<file path="src/rtl/run_step_ctrl_if.sv">
// rtl/run_step_ctrl_if.sv - signal bundle between the run switch front end and the CPU step logic
//
// Purpose: carries the run/step controls toward run_step_ctrl and its step outputs back.
// Ports (slave = run_step_ctrl side):
//   switch_run   in   raw asynchronous run/step switch
//   auto_mode    in   1 = auto-run while held, 0 = one step per press
//   auto_period  in   idle cycles between auto steps
//   halt         in   suppresses step_en
//   step_en      out  one-cycle CPU advance enable
//   run_stable   out  debounced switch level
//   step_count   out  step_en pulses since reset (wraps)
//   state        out  0 IDLE, 1 STEP, 2 WAIT_REL, 3 AUTO

interface run_step_ctrl_if #(
    parameter int PERIOD_W = 16,
    parameter int CNT_W    = 32
) ();
    logic                switch_run;
    logic                auto_mode;
    logic [PERIOD_W-1:0] auto_period;
    logic                halt;
    logic                step_en;
    logic                run_stable;
    logic [CNT_W-1:0]    step_count;
    logic [1:0]          state;

    modport master (
        output switch_run, auto_mode, auto_period, halt,
        input  step_en, run_stable, step_count, state
    );

    modport slave (
        input  switch_run, auto_mode, auto_period, halt,
        output step_en, run_stable, step_count, state
    );
endinterface

</file>
<file path="src/rtl/run_step_ctrl.sv">
// rtl/run_step_ctrl.sv - turns the raw run switch into clean one-cycle CPU step enables
//
// Purpose: synchronises and debounces switch_run, then issues either one step per press
// (manual) or periodic steps while held (auto). halt suppresses steps; step_count tallies them.
// Ports:
//   fastclk  in  system clock, all logic on posedge
//   reset    in  synchronous active-high reset
//   bus      run_step_ctrl_if.slave (switch_run, auto_mode, auto_period, halt in;
//                                    step_en, run_stable, step_count, state out)

module run_step_ctrl #(
    parameter int DEBOUNCE_CYCLES = 16,
    parameter int PERIOD_W        = 16,
    parameter int CNT_W           = 32
) (
    input  logic          fastclk,
    input  logic          reset,
    run_step_ctrl_if.slave bus
);
    localparam int DB_W = $clog2(DEBOUNCE_CYCLES + 1);

    typedef enum logic [1:0] {
        S_IDLE     = 2'd0,
        S_STEP     = 2'd1,
        S_WAIT_REL = 2'd2,
        S_AUTO     = 2'd3
    } state_t;

    logic                sync1_q, sync1_d;
    logic                sync2_q, sync2_d;
    logic [DB_W-1:0]     db_cnt_q, db_cnt_d;
    logic                run_stable_q, run_stable_d;
    logic                prev_stable_q, prev_stable_d;
    logic                rise_q, rise_d;
    state_t              state_q, state_d;
    logic [PERIOD_W-1:0] timer_q, timer_d;
    logic                step_en_q, step_en_d;
    logic [CNT_W-1:0]    step_count_q, step_count_d;

    always_comb begin
        sync1_d       = bus.switch_run;
        sync2_d       = sync1_q;
        db_cnt_d      = '0;
        run_stable_d  = run_stable_q;
        prev_stable_d = run_stable_q;
        rise_d        = run_stable_q & ~prev_stable_q;
        state_d       = state_q;
        timer_d       = timer_q;
        step_en_d     = 1'b0;

        // Count consecutive disagreeing samples; the D-th one flips the level.
        if (sync2_q != run_stable_q) begin
            if (db_cnt_q == DB_W'(DEBOUNCE_CYCLES - 1)) begin
                run_stable_d = ~run_stable_q;
            end else begin
                db_cnt_d = db_cnt_q + DB_W'(1);
            end
        end

        // Release checks look at the level being registered this edge so the FSM
        // leaves on the same edge run_stable falls.
        case (state_q)
            S_IDLE: begin
                if (rise_q) begin
                    if (bus.auto_mode) begin
                        state_d = S_AUTO;
                        if (!bus.halt) begin
                            step_en_d = 1'b1;
                            timer_d   = bus.auto_period;
                        end else begin
                            // Halted on entry: step as soon as halt drops.
                            timer_d = '0;
                        end
                    end else begin
                        state_d   = S_STEP;
                        step_en_d = ~bus.halt;
                    end
                end
            end
            S_STEP: begin
                state_d = S_WAIT_REL;
            end
            S_WAIT_REL: begin
                if (!run_stable_d) begin
                    state_d = S_IDLE;
                end
            end
            S_AUTO: begin
                if (!run_stable_d) begin
                    state_d = S_IDLE;
                end else if (!bus.auto_mode) begin
                    state_d = S_WAIT_REL;
                end else if (timer_q != '0) begin
                    timer_d = timer_q - PERIOD_W'(1);
                end else if (!bus.halt) begin
                    step_en_d = 1'b1;
                    timer_d   = bus.auto_period;
                end
            end
            default: state_d = S_IDLE;
        endcase

        // Counter moves on the same edge step_en rises, so both are visible together.
        step_count_d = step_count_q + {{(CNT_W-1){1'b0}}, step_en_d};
    end

    always_ff @(posedge fastclk) begin
        if (reset) begin
            sync1_q       <= 1'b0;
            sync2_q       <= 1'b0;
            db_cnt_q      <= '0;
            run_stable_q  <= 1'b0;
            prev_stable_q <= 1'b0;
            rise_q        <= 1'b0;
            state_q       <= S_IDLE;
            timer_q       <= '0;
            step_en_q     <= 1'b0;
            step_count_q  <= '0;
        end else begin
            sync1_q       <= sync1_d;
            sync2_q       <= sync2_d;
            db_cnt_q      <= db_cnt_d;
            run_stable_q  <= run_stable_d;
            prev_stable_q <= prev_stable_d;
            rise_q        <= rise_d;
            state_q       <= state_d;
            timer_q       <= timer_d;
            step_en_q     <= step_en_d;
            step_count_q  <= step_count_d;
        end
    end

    assign bus.step_en    = step_en_q;
    assign bus.run_stable = run_stable_q;
    assign bus.step_count = step_count_q;
    assign bus.state      = state_q;
endmodule

</file>
<file path="src/flat_wrapper.sv">
// flat-port wrapper written by rule: the top's interface ports become plain ports
module run_step_ctrl_flat 
#(
    parameter int DEBOUNCE_CYCLES = 16,
    parameter int PERIOD_W        = 16,
    parameter int CNT_W           = 32
)
  (fastclk, reset, bus_switch_run, bus_auto_mode, bus_auto_period, bus_halt, bus_step_en, bus_run_stable, bus_step_count, bus_state);
  run_step_ctrl_if #(.PERIOD_W(PERIOD_W), .CNT_W(CNT_W)) bus_i ();
  input  logic fastclk;
  input  logic reset;
  input wire logic [$bits(bus_i.switch_run)-1:0] bus_switch_run;
  input wire logic [$bits(bus_i.auto_mode)-1:0] bus_auto_mode;
  input wire logic [$bits(bus_i.auto_period)-1:0] bus_auto_period;
  input wire logic [$bits(bus_i.halt)-1:0] bus_halt;
  output wire logic [$bits(bus_i.step_en)-1:0] bus_step_en;
  output wire logic [$bits(bus_i.run_stable)-1:0] bus_run_stable;
  output wire logic [$bits(bus_i.step_count)-1:0] bus_step_count;
  output wire logic [$bits(bus_i.state)-1:0] bus_state;
  assign bus_i.switch_run = bus_switch_run;
  assign bus_i.auto_mode = bus_auto_mode;
  assign bus_i.auto_period = bus_auto_period;
  assign bus_i.halt = bus_halt;
  assign bus_step_en = bus_i.step_en;
  assign bus_run_stable = bus_i.run_stable;
  assign bus_step_count = bus_i.step_count;
  assign bus_state = bus_i.state;
  run_step_ctrl #(.DEBOUNCE_CYCLES(DEBOUNCE_CYCLES), .PERIOD_W(PERIOD_W), .CNT_W(CNT_W)) u_core (.fastclk(fastclk), .reset(reset), .bus(bus_i));
endmodule
</file>
<file path="config.mk">
export PLATFORM = sky130hd
export DESIGN_NAME = run_step_ctrl_flat
export DESIGN_NICKNAME = d
export VERILOG_FILES = /design/src/rtl/run_step_ctrl_if.sv /design/src/rtl/run_step_ctrl.sv /design/src/flat_wrapper.sv
export SDC_FILE = /design/constraint.sdc
export NUM_CORES = 1
export LEC_CHECK = 0
export CORE_MARGIN = 2
export CORE_UTILIZATION = 50
export DETAILED_ROUTE_END_ITERATION = 12
export HOLD_SLACK_MARGIN = 0.12
export PLACE_DENSITY = 0.79
export SYNTH_ARGS = -nofsm -noshare
export SYNTH_HDL_FRONTEND = slang
export SYNTH_SLANG_ARGS = --single-unit
</file>
<file path="constraint.sdc">
create_clock -name fastclk -period 4.58 [get_ports fastclk]
set_clock_uncertainty 0.15 [all_clocks]
set_input_delay 1.374 -clock fastclk [delete_from_list [all_inputs] [get_ports fastclk]]
set_output_delay 1.374 -clock fastclk [all_outputs]
set_load 0.005 [all_outputs]
</file>
=== After elaboration in Yosys (flattened, before gate mapping) ===
Cells that the tools add are included.

* Input bits: 21
* Output and inout bits: 36
* Register bits: 61
* Word-level logic and storage cells: 59

* Mux-type cells: 23
* Bitwise gates (word level): 5
* Equal/unequal tests: 12
* Reduce and logical (&&, ||, !) cells: 6
* Add/subtract/negate cells: 3

{| class="wikitable"
|+ Operators by type and width
! cell !! count
|-
| two-way mux 16 bit || 7
|-
| adder 32 x 1 -> 32 bit || 1
|-
| one-hot mux 16 bit (2 select lines) || 1
|-
| nonzero test 16 bit || 1
|-
| subtractor 16 x 1 -> 16 bit (second input constant) || 1
|-
| two-way mux 2 bit || 5
|-
| two-way mux 1 bit || 8
|-
| one-hot mux 2 bit (4 select lines) || 1
|-
| != test 2 bit (second input constant) || 3
|-
| AND reduction 6 bit || 1
|-
| adder 5 x 1 -> 5 bit (second input constant) || 1
|-
| equality test 5 x 4 -> 1 bit (second input constant) || 1
|-
| equality test 2 bit (second input constant) || 2
|-
| != test 2 x 1 -> 1 bit (second input constant) || 2
|-
| inverter 1 bit || 4
|-
| != test 3 x 2 -> 1 bit (second input constant) || 1
|-
| != test 3 bit (second input constant) || 1
|-
| AND reduction 3 bit || 1
|-
| OR reduction 3 bit || 1
|-
| equality test 2 x 1 -> 1 bit (second input constant) || 1
|-
| logical NOT 2 bit || 1
|-
| one-hot mux 1 bit (2 select lines) || 1
|-
| nonzero test 2 bit || 1
|-
| bitwise AND 1 bit || 1
|-
| != test 1 bit || 1
|}

=== Logic depth before layout (Yosys ltp) ===
* Word-level depth: 6
* Mapped depth: 12
* Gate-level depth less buffers: 12

=== Worst setup path after synthesis ===
OpenSTA, ideal clock, no wires.

* Path kind: input -> register
* Start: in bus_auto_mode
* End: reg u_core.step_count_q[18], in the netlist u_core.bus.step_count[18]
* Stages on the path: 9
* Data arrival time: 3.479 ns
* Setup slack: 0.824 ns
* Data required time: 4.302 ns
* Setup time: 0.128 ns
* Buffers on the path: 0
* Path through: inv_1 -> or4_1 -> a211oi_2 -> ha_1 -> ha_1 -> nand4_1 -> nor4_1 -> xnor2_1 -> nor2_1

* Word-level cells in the longest chain between the ends: 4

{| class="wikitable"
|+ Ends and longest elaborated chain
! what !! RTL line !! text
|-
| start, declared || flat_wrapper.sv:13 || <nowiki>input wire logic [$bits(bus_i.auto_mode)-1:0] bus_auto_mode;</nowiki>
|-
| two-way mux 1 bit, on equally long branches || run_step_ctrl.sv:91, run_step_ctrl.sv:65 ||
|-
| two-way mux 1 bit, on equally long branches || run_step_ctrl.sv:89, run_step_ctrl.sv:64 ||
|-
| one-hot mux 1 bit (2 select lines) * || run_step_ctrl.sv:62 || <nowiki>case (state_q)</nowiki>
|-
| named net u_core.step_en_d || run_step_ctrl.sv:37 || <nowiki>logic step_en_q, step_en_d;</nowiki>
|-
| adder 32 x 1 -> 32 bit * || run_step_ctrl.sv:104 || <nowiki>step_count_d = step_count_q + {{(CNT_W-1){1'b0}}, step_en_d};</nowiki>
|-
| end signal, assigned || run_step_ctrl.sv:129 || <nowiki>step_count_q <= step_count_d;</nowiki>
|-
| end, declared || run_step_ctrl.sv:38 || <nowiki>logic [CNT_W-1:0] step_count_q, step_count_d;</nowiki>
|}

Mark *: on every way through the listed nets, which the timed path passes. The rest lies on a longest branch.
A chain may end at the register's enable or synchronous reset.

=== Worst setup path after layout ===
* Start: in bus_auto_mode
* End: reg u_core.step_count_q[28], in the netlist u_core.bus.step_count[28]

Same word-level chain as after synthesis.

==> flow_metrics.env <==
export IMPL_rsz0062_at_grt="false"
export IMPL_die_height_um=84.90
export IMPL_leakage_nw=1.491
export IMPL_yosysTopAreaCellShare_pct=37.32
export IMPL_cp_cell_sequence="clkdlybuf4s50_1 > inv_1 > or4_1 > a211oi_2 > ha_1 > ha_1 > nand4_1 > nor4_1 > xnor2_1 > nor2_1"
export IMPL_clkLatencyLatePin_ps=350
export IMPL_dpl_worst_slack_ps=-42.93
export IMPL_setup_viol=0
export IMPL_crit_slowest_cell="clkdlybuf4s50_1"
export IMPL_vias_per_cell=5.714
export IMPL_vias=2914
export IMPL_switching_share_pct=26.11
export IMPL_wl_mm=7.391
export IMPL_synth_edf_count=0
export IMPL_min_period_ps=4289
export IMPL_avgSynthCellArea_um2=8.725
export IMPL_cts_resized=0
export IMPL_syn2layout_area_growth_pct=23.63
export IMPL_finalMaxSlewViolations=0
export IMPL_setup_tns_ps=0
export IMPL_fin_ws_ps=290.9
export IMPL_floorplan_initialDensity_pct=51.53
export IMPL_syn_cell_area_mm2=0.003272
export IMPL_ys_seq_area_share_pct=37.32
export IMPL_grt_pass1_wl_mm=12.50
export IMPL_fmax_mhz=233.1
export IMPL_synth_ff_type="dfxtp_1"
export IMPL_cpPeakStageDelay_ps=550
export IMPL_hold_buffers=0
export IMPL_synth_nets=407
export IMPL_drc_errors=0
export IMPL_first_pass_iters=5
export IMPL_cts_max_path_buffers=2
export IMPL_antenna_found_initial=0
export IMPL_crit_fanout=10
export IMPL_cp_num_buf_inv=2
export IMPL_fp_row_count=29
export IMPL_p_per_area_mw_per_mm2=297.6
export IMPL_p_int_mw=0.8895
export IMPL_max_slew_margin_pct=46.48
export IMPL_synth_most_common_cell="dfxtp_1"
export IMPL_crit_path_start_kind="input pin"
export IMPL_grt_overflow=0
export IMPL_ys_top_cells_by_count="dfxtp_1 (61), nor2_1 (57), nand2_1 (30), xnor2_1 (24)"
export IMPL_cts_sinks=61
export IMPL_cp_data_required_time_ps=4650
export IMPL_cts_setup_buffers=0
export IMPL_syn_inst=375
export IMPL_status="finished clean"
export IMPL_min_period_over_period_pct=93.65
export IMPL_synth_cell_types=52
export IMPL_pwr_share_clk_pct=40.4
export IMPL_cts_tree="done"
export IMPL_p_switching_mw=0.3143
export IMPL_critPathTopFamily="simple AND/OR/NAND/NOR gates"
export IMPL_yosys_warnings=0
export IMPL_grt_max_degree=51
export IMPL_arrival_ps=4350
export IMPL_coreArea_mm2=0.006350
export IMPL_numCtsBuffers=9
export IMPL_p_total_mw=1.204
export IMPL_antenna_left=0
export IMPL_min_path_type="reg -> reg"
export IMPL_gp_congestion=0.8257
export IMPL_layout_nets=461
export IMPL_die_area_mm2=0.007207
export IMPL_die_x_um=84.90
export IMPL_synthArstFlopShare_pct=0
export IMPL_drive_gt1_share_pct=8.545
export IMPL_cts_max_level=3
export IMPL_fillers=532
export IMPL_worst_pin_slew_ps=795.5
export IMPL_drt_initial_drc_count=116
export IMPL_grt_pass1_vias=2699
export IMPL_cpMostUsedCell="ha_1"
export IMPL_synth_area_leader_cell="dfxtp_1"
export IMPL_criticalPathCategory="in -> reg"
export IMPL_vdd_ir_drop_max_v=0.0001855
export IMPL_place_port_buffers=56
export IMPL_grt_use_total_pct=21.49
export IMPL_dpl_hpwl_mm=5.025
export IMPL_diodes=0
export IMPL_cap_violations=0
export IMPL_path_clk_slew_ps=70
export IMPL_cts_root_buf="clkbuf_8"
export IMPL_cp_end_kind="flop"
export IMPL_pwr_share_comb_pct=14.0
export IMPL_hold_viol=0
export IMPL_pwr_share_seq_pct=45.7
export IMPL_pin_count=57
export IMPL_synth_area_leaders="dfxtp_1 (37%), nor2_1 (6.5%), xnor2_1 (6.4%)"
export IMPL_wl_per_cell_um=14.49
export IMPL_synth_seq_cells=61
==> power groups by stage <==
stage               Clock (mW)  Sequential (mW)  Combinational, mW
finish                   0.486            0.550              0.168
global route             0.520            0.551              0.187
CTS                      0.494            0.549              0.167
detailed placement           0            0.561              0.165
global placement             0            0.560              0.161
floorplan                    0            0.559              0.112
==> cells in the final DEF, fill, tap and decap left out, drive strengths merged, types with 4 or more instances in the layout <==
cell type,n
xnor2,24
ha,11
and4,7
o21ai,10
o221a,4
clkdlybuf4s50,55
clkbuf,11
dfxtp,61
nor2b,6
buf,6
a211oi,9
a21o,5
a311oi,5
o221ai,5
nand4,9
nand2,30
xor2,17
inv,14
nand3,18
nor4,15
a21oi,8
nor2,57
nor3,7
==> layer usage <==
layer | wire length [µm] | vias up | track usage [%]
li1 | - | 1448 | -
met1 | 3348 | 1364 | 27.05
met2 | 3499 | 90 | 35.65
met3 | 409 | 12 | 5.156
met4 | 135 | 0 | 8.514
met5 | 0 | - | 0
==> registers in the layout (all words and copies together) (netlist names) <==
register,count
u_core.prev_stable_q,1
u_core.db_cnt_q,5
u_core.bus.step_en,1
u_core.timer_q,16
u_core.rise_q,1
u_core.sync2_q,1
u_core.bus.state,2
u_core.sync1_q,1
u_core.bus.run_stable,1
u_core.bus.step_count,32
==> final cells by class <==
cell class | instances | area, µm² | share of cell area (%)
clock buffers | 11 | 151.4 | 3.743
clock inverters | 4 | 47.55 | 1.175
inverters | 15 | 56.30 | 1.392
multi-input cells | 281 | 1879 | 46.46
flip-flops and latches | 61 | 1221 | 30.19
well taps | 77 | 96.34 | 2.382
repair buffers | 61 | 593.1 | 14.66
==> logic make-up (layout without fill, tap and decap cells) <==
logic type	count (synthesis)	after routing	share of synthesized area [%]
compound gates	60	60	15.03
xor+xnor	41	41	10.98
fa+ha+maj	11	11	4.206
buf+inv	33	91	5.239
flops	61	61	37.32
mux	3	3	0.9178
simple gates	166	166	26.31
==> through the flow <==
step	utilization (%)	cell area, µm²	hold WS, ps	cells
floorplan	-	3272	217.4	375
global placement	60.57	3846	223.8	495
detailed placement	60.57	3846	231.4	495
CTS	63.70	4045	248.3	510
global route	63.70	4045	261.6	510
finish	63.70	4045	244.2	510
==> final timing paths <==
| check | from | endpoint | depth (start not counted) | slack (ps) |
|---|---|---|---|---|
| worst max register to register | u_core.db_cnt_q[0] | u_core.bus.step_count[28] | 12 | 780 |
| worst min register to register | u_core.prev_stable_q | u_core.rise_q | 1 | 240 |
| worst min-delay path | u_core.prev_stable_q | u_core.rise_q | 1 | 240 |
| worst max-delay path | bus_auto_mode | u_core.bus.step_count[28] | 10 | 290 |
No activity file was read; power rests on OpenSTA's default activity.
